--- config.mk ---
export PLATFORM = sky130hd
export DESIGN_NAME = queue_tx_drain
export DESIGN_NICKNAME = d
export VERILOG_FILES = /design/src/rtl/queue_tx_drain_pkg.sv /design/src/rtl/queue_tx_drain_tx_baud_tick.sv /design/src/rtl/queue_tx_drain.sv
export SDC_FILE = /design/constraint.sdc
export NUM_CORES = 1
export LEC_CHECK = 0
export CAP_MARGIN = 20
export CORE_ASPECT_RATIO = 1.1
export CORE_MARGIN = 2
export CORE_UTILIZATION = 57
export CTS_BUF_LIST = sky130_fd_sc_hd__clkbuf_8
export CTS_CLUSTER_SIZE = 25
export DETAILED_ROUTE_END_ITERATION = 8
export MAX_ROUTING_LAYER = met4
export PLACE_DENSITY_LB_ADDON = 0.12
export SETUP_SLACK_MARGIN = 0.2
export SYNTH_ARGS = -nofsm -noshare
export SYNTH_HDL_FRONTEND = slang
export SYNTH_SLANG_ARGS = --single-unit
--- constraint.sdc ---
create_clock -name clk -period 2.2 [get_ports clk]
set_input_delay 0.44 -clock clk [delete_from_list [all_inputs] [get_ports clk]]
set_output_delay 0.44 -clock clk [all_outputs]
set_load 0.005 [all_outputs]
--- src/rtl/queue_tx_drain_pkg.sv ---
// Shared definitions for the queue transmit drain: default sizes, FSM state
// encoding and the integer log2 helper also used by the queue.
// Optional feature macro: QUEUE_TX_PARITY_EN (adds an even-parity bit after DATA).
package queue_tx_drain_pkg;

   localparam int unsigned DefWidth       = 8;
   localparam int unsigned DefClksPerBit  = 16;

   typedef enum logic [2:0] {
      StIdle   = 3'd0,
      StPop    = 3'd1,
      StLoad   = 3'd2,
      StStart  = 3'd3,
      StData   = 3'd4,
`ifdef QUEUE_TX_PARITY_EN
      StParity = 3'd5,
`endif
      StStop   = 3'd6
   } tx_state_e;

   // Smallest r such that 2**r >= value (0 for value <= 1).
   function automatic int unsigned clog2(input int unsigned value);
      int unsigned r;
      r = 0;
      for (int unsigned i = 0; i < 32; i++) begin
         if ((64'd1 << i) < 64'(value)) r = i + 1;
      end
      return r;
   endfunction

endpackage

--- src/rtl/queue_tx_drain_tx_baud_tick.sv ---
// Restartable modulo-CLKS_PER_BIT counter. tick marks the last cycle of a bit
// period; pre_tick marks the cycle before it so callers can register outputs
// that must line up with the final cycle of a bit.
module queue_tx_drain_tx_baud_tick
   import queue_tx_drain_pkg::*;
#(
   parameter int unsigned CLKS_PER_BIT = DefClksPerBit
) (
   input  logic clk,
   input  logic reset,
   input  logic clear,
   output logic tick,
   output logic pre_tick
);

   localparam int unsigned CntW = (clog2(CLKS_PER_BIT) > 0) ? clog2(CLKS_PER_BIT) : 1;
   localparam logic [CntW-1:0] LastCnt = CntW'(CLKS_PER_BIT - 1);
   localparam logic [CntW-1:0] PreCnt  = CntW'(CLKS_PER_BIT - 2);

   logic [CntW-1:0] cnt_q;

   // Count 0..CLKS_PER_BIT-1 and wrap at each bit boundary; clear restarts at 0.
   always_ff @(posedge clk) begin
      if (reset || clear) begin
         cnt_q <= '0;
      end else if (cnt_q == LastCnt) begin
         cnt_q <= '0;
      end else begin
         cnt_q <= cnt_q + CntW'(1);
      end
   end

   assign tick     = (cnt_q == LastCnt);
   assign pre_tick = (cnt_q == PreCnt);

endmodule

--- src/rtl/queue_tx_drain.sv ---
// Pops words from a queue read port and serialises each as an async frame:
// start bit, WIDTH data bits LSB first, optional even parity, stop bit.
// Optional feature macro: QUEUE_TX_PARITY_EN (adds the PARITY state).
module queue_tx_drain
   import queue_tx_drain_pkg::*;
#(
   parameter int unsigned WIDTH        = DefWidth,
   parameter int unsigned CLKS_PER_BIT = DefClksPerBit
) (
   input  logic             clk,
   input  logic             reset,
   input  logic             enable,
   input  logic             empty,
   input  logic [WIDTH-1:0] q_data,
   output logic             rd,
   output logic             tx,
   output logic             busy,
   output logic             done
);

   localparam int unsigned     BitW    = clog2(WIDTH + 1);
   localparam logic [BitW-1:0] LastBit = BitW'(WIDTH);

   tx_state_e        state_q;
   logic [WIDTH-1:0] shift_q;
   logic [BitW-1:0]  bit_cnt_q;
   logic             tick;
   logic             pre_tick;
   logic             baud_clear;
   logic             next_pop;
`ifdef QUEUE_TX_PARITY_EN
   logic             parity_q;
`endif

   // Restart the bit timer so START gets a full CLKS_PER_BIT cycles.
   assign baud_clear = (state_q == StLoad);
   assign next_pop   = enable && !empty;

   queue_tx_drain_tx_baud_tick #(
      .CLKS_PER_BIT (CLKS_PER_BIT)
   ) u_tx_baud_tick (
      .clk      (clk),
      .reset    (reset),
      .clear    (baud_clear),
      .tick     (tick),
      .pre_tick (pre_tick)
   );

   // Frame sequencer; all outputs are registered for a glitch-free line.
   always_ff @(posedge clk) begin
      if (reset) begin
         state_q   <= StIdle;
         shift_q   <= '0;
         bit_cnt_q <= '0;
         tx        <= 1'b1;
         rd        <= 1'b0;
         busy      <= 1'b0;
         done      <= 1'b0;
`ifdef QUEUE_TX_PARITY_EN
         parity_q  <= 1'b0;
`endif
      end else begin
         rd   <= 1'b0;
         done <= 1'b0;
         unique case (state_q)
            StIdle: begin
               if (next_pop) begin
                  state_q <= StPop;
                  rd      <= 1'b1;
                  busy    <= 1'b1;
               end
            end
            StPop: begin
               state_q <= StLoad;
            end
            StLoad: begin
               // Queue registered data_out on the POP edge, so it is valid now.
               shift_q  <= q_data;
`ifdef QUEUE_TX_PARITY_EN
               parity_q <= ^q_data;
`endif
               tx       <= 1'b0;
               state_q  <= StStart;
            end
            StStart: begin
               if (tick) begin
                  tx        <= shift_q[0];
                  shift_q   <= shift_q >> 1;
                  bit_cnt_q <= BitW'(1);
                  state_q   <= StData;
               end
            end
            StData: begin
               if (tick) begin
                  if (bit_cnt_q == LastBit) begin
`ifdef QUEUE_TX_PARITY_EN
                     tx      <= parity_q;
                     state_q <= StParity;
`else
                     tx      <= 1'b1;
                     state_q <= StStop;
`endif
                  end else begin
                     tx        <= shift_q[0];
                     shift_q   <= shift_q >> 1;
                     bit_cnt_q <= bit_cnt_q + BitW'(1);
                  end
               end
            end
`ifdef QUEUE_TX_PARITY_EN
            StParity: begin
               if (tick) begin
                  tx      <= 1'b1;
                  state_q <= StStop;
               end
            end
`endif
            StStop: begin
               // Registered one cycle early so done is high on the final STOP cycle.
               if (pre_tick) done <= 1'b1;
               if (tick) begin
                  if (next_pop) begin
                     state_q <= StPop;
                     rd      <= 1'b1;
                  end else begin
                     state_q <= StIdle;
                     busy    <= 1'b0;
                  end
               end
            end
            default: begin
               state_q <= StIdle;
               tx      <= 1'b1;
               busy    <= 1'b0;
            end
         endcase
      end
   end

endmodule

==> results of run 1 <==
layer usage:
| metal | vias to the layer above | global-route usage | share of wire |
|---|---|---|---|
| li1 | 648 | - | - |
| met1 | 625 | 0.313 | 0.45 |
| met2 | 37 | 0.414 | 0.50 |
| met3 | 9 | 0.0324 | 0.039 |
| met4 | 0 | 0.0927 | 0.016 |
| met5 | - | - | 0 |
synthesized netlist by cell type (2+ instances only):
cell       count
o21a_1         2
a21oi_1       11
nand2_1        7
nor3b_1        3
or3_1          3
ha_1           4
inv_1         13
nand2b_1       3
nor3b_4        2
buf_2          2
a211oi_1       2
nor2b_1        2
clkbuf_1       7
o21ai_0       10
dfxtp_1       23
mux2i_1        4
nand3b_1       3
a2111oi_1      4
a22oi_1        4
nand3_1        9
buf_6          2
nor2_1        14
nor3_1         8
o32ai_1        5
or4_1          4
a31oi_1        2
cells by family (layout without fill, tap and decap cells):
group                    after synthesis  after routing  synth area share
XOR/XNOR                               2              2            0.0128
multiplexers                           4              4            0.0293
adder cells (fa/ha/maj)                5              5            0.0440
flip-flops                            23             23             0.337
AO/OA/AOI/OAI                         44             44             0.216
AND/OR/NAND/NOR                       65             65             0.282
buffers and inverters                 24             43            0.0788
area by class of cell:
type	instances	area, µm²
clock inverter	1	3.75
clock buffer	3	41.3
timing repair buffer	26	233
tap	30	37.5
inverter	13	48.8
multi-input combinational	120	802
fill	178	623
sequential	23	463
registers in the layout, summed over array words and instances, names as in the netlist:
signal	count
shift_q	8
bit_cnt_q	4
u_tx_baud_tick.cnt_q	4
state_q	3
busy	1
done	1
rd	1
tx	1
metrics by stage:
| step | std cells | power (mW) |
|---|---|---|
| after global routing | 216 | 0.951 |
| after detailed placement | 212 | 0.654 |
| after global placement | 212 | 0.646 |
| final | 216 | 0.903 |
| after CTS | 216 | 0.913 |
| after floorplan | 167 | 0.588 |
final timing paths:
kind / end / depth (start not counted) / from / slack (ps)
worst min register to register: u_tx_baud_tick.cnt_q[0] / 1 / u_tx_baud_tick.cnt_q[0] / 480
worst min-delay path: u_tx_baud_tick.cnt_q[0] / 1 / u_tx_baud_tick.cnt_q[0] / 480
worst max register to register: shift_q[6] / 5 / state_q[2] / 280
worst max-delay path: shift_q[6] / 5 / state_q[2] / 280
timing repair:
item                                    CTS  global route
pin swaps                                 0             0
resized for setup                         2             1
endpoints found under the setup margin    4             6
where the power goes:
| group | switching [mW] | leakage, nW | internal (mW) |
|---|---|---|---|
| Combinational | 0.0932 | 0.361 | 0.0887 |
| Sequential | 0.0298 | 0.188 | 0.436 |
| Clock | 0.130 | 0.0269 | 0.125 |
| Total | 0.253 | 0.575 | 0.650 |
==> results.yml, run 1 <==
status:
  status: "completed"
worst_setup_path:
  arrival_ps: 2060
  path_max_fanout: 13
  cp_top_family: "compound AO/OA/AOI/OAI gates"
  crit_type: "reg -> reg"
  worstPathRequired_ps: 2350
  cp-start-kind: "flop"
  path_cells: "buf_4 > or3b_1 > o21ai_2 > nor2_1 > a2111oi_1"
  cpMaxStageDelayCell: "dfxtp_2"
  crit_buf_inv: 1
  slowest_delay_ps: 440
  end_kind: "flop"
final_layout:
  syn2layout_area_growth_pct: 19.2
  antenna_cells: 0
  final_cell_mix: "21 x dfxtp_1, 15 x clkdlybuf4s50_1, 14 x inv_1, 14 x nor2_1"
  drive_gt1_frac: 0.113
  layout_commonest_cell: "dfxtp_1"
  fin_util: 0.723
  fin_nets: 203
  design_area_mm2: 0.00163
detailed_routing:
  drt_iter0_markers: 55
  drt_first_pass_iters: 4
  avgRoutedWirePerCell_um: 14.5
  drcViolationCount: 0
  via_per_inst: 6.11
  dr_total_vias: 1319
  drt.antenna.violating_nets: 0
  wirelength_um: 3130
die:
  die_w_um: 50.7
  placementRows: 18
  pin_count: 16
  coreArea_mm2: 0.00225
  start_util: 0.607
  die-area_mm2: 0.00281
  dieHeight_um: 55.4
sta:
  hold_violations: 0
  worst_slack_ps: 284
  setup_violations: 0
  slew_headroom: 0.667
  finalMaxSlewViolations: 0
  min_period_ps: 1920
  rsz0062_at_grt: "no"
  fin_hold_ws_ps: 476
  fmax_ghz: 0.522
  skew_ps: 3.71
  worst_pin_slew_ps: 495
  setup-tns-final_ps: 0
  min_period_over_period: 0.871
power_and_ir_drop:
  power_density_mw_per_mm2: 554
  ir_drop_uv: 539
  p_leak_nw: 0.575
place:
  dp_hpwl_um: 2300
  place_area_mm2: 0.00158
  pre_cts_ws_ps: 135
  gp_congestion: 0.811
  io_buffer_count: 15
synthesis:
  netlist_instances: 167
  yosysUniqueCellTypes: 40
  yosysTopAreaCell: "dfxtp_1"
  ys.flop_type: "dfxtp_1"
  ys_top_cells_by_area: "dfxtp_1 34%, a21oi_1 4.0%, nor2_1 3.8%, ha_1 3.7%, o21ai_0 3.7%"
  netlist.area_leader.share: 0.337
  synth-seq-cells: 23
  yosys_warnings: 0
  syn-num-nets: 183
  ys_seq_area_frac: 0.337
  synth_area_mm2: 0.00137
  synth_edf_count: 0
  syn_area_per_cell_um2: 8.18
  async_reset_ff_frac: 0
clocking:
  holdBufCountCts: 0
  clock_latency_ps: 260
  cts_buffers: 3
  clock_sinks: 23
  cts_tree: "yes"
  cts_root_buf: "clkbuf_8"
  postCtsSetupRepairBufs: 0
  htree_levels: 1
  clk_path_buf_depth: 2
  clkSlewWorstSetupHoldPaths_ps: 80
flow_run:
  cap_violations: 0
grt:
  grt_usage: 0.252
  first_global_vias: 1266
  grt_pass1_wl_um: 5410
  global_route.overflow_total: 0
  grt_max_degree: 17
  grt_antenna_before_repair: 0
worst_hold_path:
  min_path_type: "reg -> reg"
Power figures use the tool's default switching activity.
==> run 2: changes to the inputs <==
- clock period: 2.2 -> 2.1 ns (I/O delays scaled with it)
==> results.yml, run 2 (synthesized netlist as in run 1, its figures left out) <==
worst_setup_path:
  crit_buf_inv: 1
  worstPathRequired_ps: 2250
  r2r-end: "shift_q[6]"
  crit_type: "reg -> reg"
  r2r_cells: 5
  path_cells: "buf_4 > or3b_1 > o21ai_2 > nor2_1 > a2111oi_1"
  arrival_ps: 1940
  cpMaxStageDelayCell: "or3b_1"
  path_max_fanout: 13
  cp-start-kind: "flop"
  r2r-start: "state_q[2]"
  end_kind: "flop"
  cp_top_family: "compound AO/OA/AOI/OAI gates"
  r2r_setup_slack_ps: 310
  slowest_delay_ps: 430
power_and_ir_drop:
  p_clk_frac: 0.283
  switchingPower_uw: 272
  power_density_mw_per_mm2: 579
  pwr-share-seq: 0.501
  switching_share: 0.284
  p_leak_nw: 0.594
  ir_drop_uv: 445
  total_power_uw: 960
  intPower_uw: 687
  power_frac_comb: 0.216
sta:
  slew_headroom: 0.754
  fin_hold_ws_ps: 491
  hold_violations: 0
  setup_violations: 0
  skew_ps: 1.97
  finalMaxSlewViolations: 0
  worst_slack_ps: 313
  setup-tns-final_ps: 0
  rsz0062_at_grt: "yes"
  worst_pin_slew_ps: 368
  min_period_over_period: 0.851
  min_period_ps: 1790
  fmax_ghz: 0.560
die:
  die-area_mm2: 0.00281
  placementRows: 18
  dieHeight_um: 55.4
  pin_count: 16
  start_util: 0.607
  die_w_um: 50.7
  coreArea_mm2: 0.00225
final_layout:
  largestRegisters: "shift_q: 8 flops, bit_cnt_q: 4 flops, u_tx_baud_tick.cnt_q: 4 flops"
  syn2layout_area_growth_pct: 21.3
  drive_gt1_frac: 0.128
  fin_nets: 205
  final_cell_mix: "21 x dfxtp_1, 15 x clkdlybuf4s50_1, 14 x inv_1, 14 x nor2_1, 13 x buf_4"
  multi_input_area_um2: 813
  layout_commonest_cell: "dfxtp_1"
  fill_cells: 191
  design_area_mm2: 0.00166
  largest_reg_flops: 8
  ff_latch_area_um2: 465
  antenna_cells: 0
  regMostFlops: "shift_q"
status:
  status: "completed"
clocking:
  cts_root_buf: "clkbuf_8"
  clk_path_buf_depth: 2
  cts_buffers: 3
  clock_latency_ps: 260
  clkSlewWorstSetupHoldPaths_ps: 80
  clock_sinks: 23
  holdBufCountCts: 0
  cts_tree: "yes"
  htree_levels: 1
place:
  gp_congestion: 0.935
  dp_hpwl_um: 2250
  place_area_mm2: 0.00159
  io_buffer_count: 15
  pre_cts_ws_ps: 177
worst_hold_path:
  hold_depth: 2
  min_from: "u_tx_baud_tick.cnt_q[3]"
  min_to: "done"
  min_path_type: "reg -> reg"
detailed_routing:
  wirelength_um: 3190
  via_per_inst: 6.08
  drt_first_pass_iters: 4
  avgRoutedWirePerCell_um: 14.6
  drt_iter0_markers: 47
  dr_total_vias: 1325
  drt.antenna.violating_nets: 0
  drcViolationCount: 0
grt:
  first_global_vias: 1269
  global_route.overflow_total: 0
  grt_max_degree: 17
  grt_antenna_before_repair: 0
  grt_usage: 0.253
  grt_pass1_wl_um: 5440
flow_run:
  cap_violations: 0
-- run 2: cell count changes in the layout (fill, tap and decap cells not counted) --
cell      before  now
mux2i_2        0    1
buf_4         11   13
o21ai_1        0    1
mux2i_1        4    3
a21boi_2       1    0
o21ai_0       10    9
dfxtp_2        2    1
dfxtp_4        0    1
a21boi_4       0    1
-- run 2: per-layer routing --
metal,vias up,wire length (µm),track usage
met1,626,1410,0.312
li1,653,-,-
met4,0,51,0.0965
met3,7,169,0.0486
met5,-,0,-
met2,39,1560,0.408
-- run 2: timing repair --
item                                    CTS  global route
hold endpoints to repair                  0             0
setup buffers                             0             1
endpoints found under the setup margin    4             7
gates resized for setup                   2             5
pin swaps                                 0             4
-- run 2: tightest hold or removal path, delay by kind of cell (launching register included) --
| family | cells | cell delay [ps] |
|---|---|---|
| DFF | 1 | 340 |
| and+or+nand+nor | 2 | 100 |
-- run 2: layout make-up --
type | count | area share
clock buffer | 3 | 0.0249
clock inverter | 1 | 0.00226
inverter | 13 | 0.0294
multi-input combinational | 120 | 0.491
sequential | 23 | 0.281
tap | 30 | 0.0226
timing repair buffer | 28 | 0.149
-- run 2: worst max-delay path by stage --
stage          cells past startpoint    endpoint  slack [ps]    startpoint
6_report                           5  shift_q[6]         310    state_q[2]
3_3_place_gp                       5  shift_q[2]         240    state_q[2]
3_5_place_dp                       5  shift_q[6]         180    state_q[2]
4_1_cts                            5  shift_q[6]         250    state_q[1]
5_1_grt                            7  shift_q[0]         190  bit_cnt_q[0]
2_1_floorplan                      7  shift_q[3]         360  bit_cnt_q[0]
-- run 2: power groups by stage --
stage,combinational [mW],clock (mW),sequential [mW]
3_5_place_dp,0.198,0,0.491
6_report,0.207,0.272,0.481
2_1_floorplan,0.135,0,0.481
4_1_cts,0.201,0.281,0.481
5_1_grt,0.231,0.296,0.484
3_3_place_gp,0.192,0,0.490
-- run 2: stage by stage --
| stage | std cells | util |
|---|---|---|
| floorplan | 167 | - |
| global placement | 213 | 0.704 |
| detailed placement | 213 | 0.704 |
| CTS | 217 | 0.726 |
| global route | 218 | 0.736 |
| finish | 218 | 0.736 |
==> run 3: changes to the inputs <==
- CORE_UTILIZATION: 57 -> 52
- SETUP_SLACK_MARGIN: 0.2 -> 0.3
- TNS_END_PERCENT: not set -> 10
- clock period: 2.1 -> 1.6 ns (I/O delays scaled with it)
==> results.yml, run 3 (synthesized netlist as in run 1, its figures left out) <==
power_and_ir_drop:
  p_clk_frac: 0.274
  intPower_uw: 966
  pwr-share-seq: 0.454
  power_density_mw_per_mm2: 691
  switchingPower_uw: 436
  p_leak_nw: 0.794
  total_power_mw: 1.40
  power_frac_comb: 0.273
  ir_drop_uv: 595
  switching_share: 0.311
die:
  die-area_mm2: 0.00305
  pin_count: 16
  coreArea_mm2: 0.00250
  die_w_um: 52.9
  placementRows: 19
  start_util: 0.547
  dieHeight_um: 57.8
place:
  io_buffer_count: 15
  gp_congestion: 0.887
  pre_cts_ws_ps: -140
  dp_hpwl_um: 2470
detailed_routing:
  drt_iter0_markers: 46
  drcViolationCount: 0
  avgRoutedWirePerCell_um: 16.7
  drt.antenna.violating_nets: 0
  drt_first_pass_iters: 4
  wirelength_um: 4060
  via_per_inst: 6.02
  dr_total_vias: 1463
sta:
  finalMaxSlewViolations: 0
  rsz0062_at_grt: "yes"
  fmax_ghz: 0.614
  worst_pin_slew_ps: 363
  worst_slack_ps: -28.7
  min_period_over_period: 1.02
  hold_violations: 0
  min_period_ps: 1630
  skew_ps: 4.46
  slew_headroom: 0.756
  setup_violations: 1
final_layout:
  fill_cells: 156
  fin_util: 0.813
  antenna_cells: 0
  syn2layout_area_growth_pct: 48.4
  drive_gt1_frac: 0.377
  ff_latch_area_um2: 478
  largestRegisters: "shift_q: 8 flops, bit_cnt_q: 4 flops, u_tx_baud_tick.cnt_q: 4 flops"
  regMostFlops: "shift_q"
  final_cell_mix: "31 x buf_4, 15 x dfxtp_1, 13 x nor2_1, 11 x inv_1, 11 x clkdlybuf4s50_1"
  layout_commonest_cell: "buf_4"
  largest_reg_flops: 8
  fin_nets: 229
  multi_input_area_um2: 952
grt:
  grt_usage: 0.283
  first_global_vias: 1399
  grt_pass1_wl_um: 6220
  grt_max_degree: 14
  global_route.overflow_total: 0
  grt_antenna_before_repair: 0
worst_hold_path:
  min_path_type: "reg -> reg"
clocking:
  cts_root_buf: "clkbuf_8"
  cts_buffers: 3
  clk_path_buf_depth: 2
  htree_levels: 1
  cts_tree: "yes"
  clock_sinks: 23
  clock_latency_ps: 270
  clkSlewWorstSetupHoldPaths_ps: 90
worst_setup_path:
  cp-start-kind: "flop"
  slowest_delay_ps: 530
  path_cells: "nand2b_1 > a21boi_2 > buf_4 > or4_4 > a21oi_2"
  arrival_ps: 1840
  cp_top_family: "simple AND/OR/NAND/NOR gates"
  crit_buf_inv: 1
  cpMaxStageDelayCell: "or4_4"
  path_max_fanout: 6
  worstPathRequired_ps: 1810
  crit_type: "reg -> reg"
  end_kind: "flop"
status:
  status: "complete, but fails checks"
  violations: "setup timing"
flow_run:
  cap_violations: 0
[run 3: cell types whose count changed in the layout (fill, tap and decap cells not counted), sizes merged]
| cell | change |
|---|---|
| buf | +24 |
| clkdlybuf4s50 | -4 |
| dlymetal6s2s | +4 |
| clkinv | +1 |
| inv | -1 |
[run 3: power by group through the flow]
stage	logic [mW]	registers, mW	clock network, mW
after floorplan	0.182	0.632	0
after CTS	0.329	0.634	0.381
after global routing	0.412	0.639	0.410
after global placement	0.281	0.643	0
final	0.382	0.636	0.383
after detailed placement	0.288	0.645	0
[run 3: path summary, 6_finish.rpt]
kind | startpoint | endpoint | slack, ps | cells past startpoint
setup / recovery | state_q[2] | shift_q[4] | -30 | 5
hold / removal | u_tx_baud_tick.cnt_q[3] | done | 490 | 2
setup reg to reg | state_q[2] | shift_q[4] | -30 | 5
hold reg to reg | u_tx_baud_tick.cnt_q[3] | done | 490 | 2
[run 3: per-layer routing]
layer / global-route usage / vias to the layer above / share of wire
li1: - / 703 / -
met1: 0.330 / 691 / 0.41
met2: 0.464 / 50 / 0.51
met3: 0.0464 / 19 / 0.038
met4: 0.143 / 0 / 0.037
met5: - / - / 0
[run 3: final cells by class]
cell class	instances	area share
inverter	13	0.0241
clock buffer	3	0.0204
clock inverter	1	0.00247
timing repair buffer	52	0.229
sequential	23	0.236
tap	31	0.0191
multi-input combinational	120	0.469
[run 3: repair_timing]
| action | 4_1_cts | 5_1_grt |
|---|---|---|
| pin swaps | 9 | 14 |
| resized for setup | 25 | 26 |
| gates cloned | 0 | 0 |
| hold buffers | 0 | 0 |
| buffers inserted | 9 | 2 |
| setup endpoints to repair | 25 | 25 |
[run 3: tightest hold or removal path, cell delays in order (launching register included)]
cell and delay, ps:
dfxtp_1 350, nand2_1 60, nor3_1 40
[run 3: stage by stage]
stage / cells / instance area [µm²] / TNS [ps] / hold WS (ps)
2_1_floorplan: 167 / 1400 / 0 / 430
3_3_place_gp: 228 / 1710 / 0 / 445
3_5_place_dp: 228 / 1710 / -278 / 459
4_1_cts: 241 / 1910 / 0 / 486
5_1_grt: 243 / 2030 / -200 / 517
6_report: 243 / 2030 / -28.7 / 485
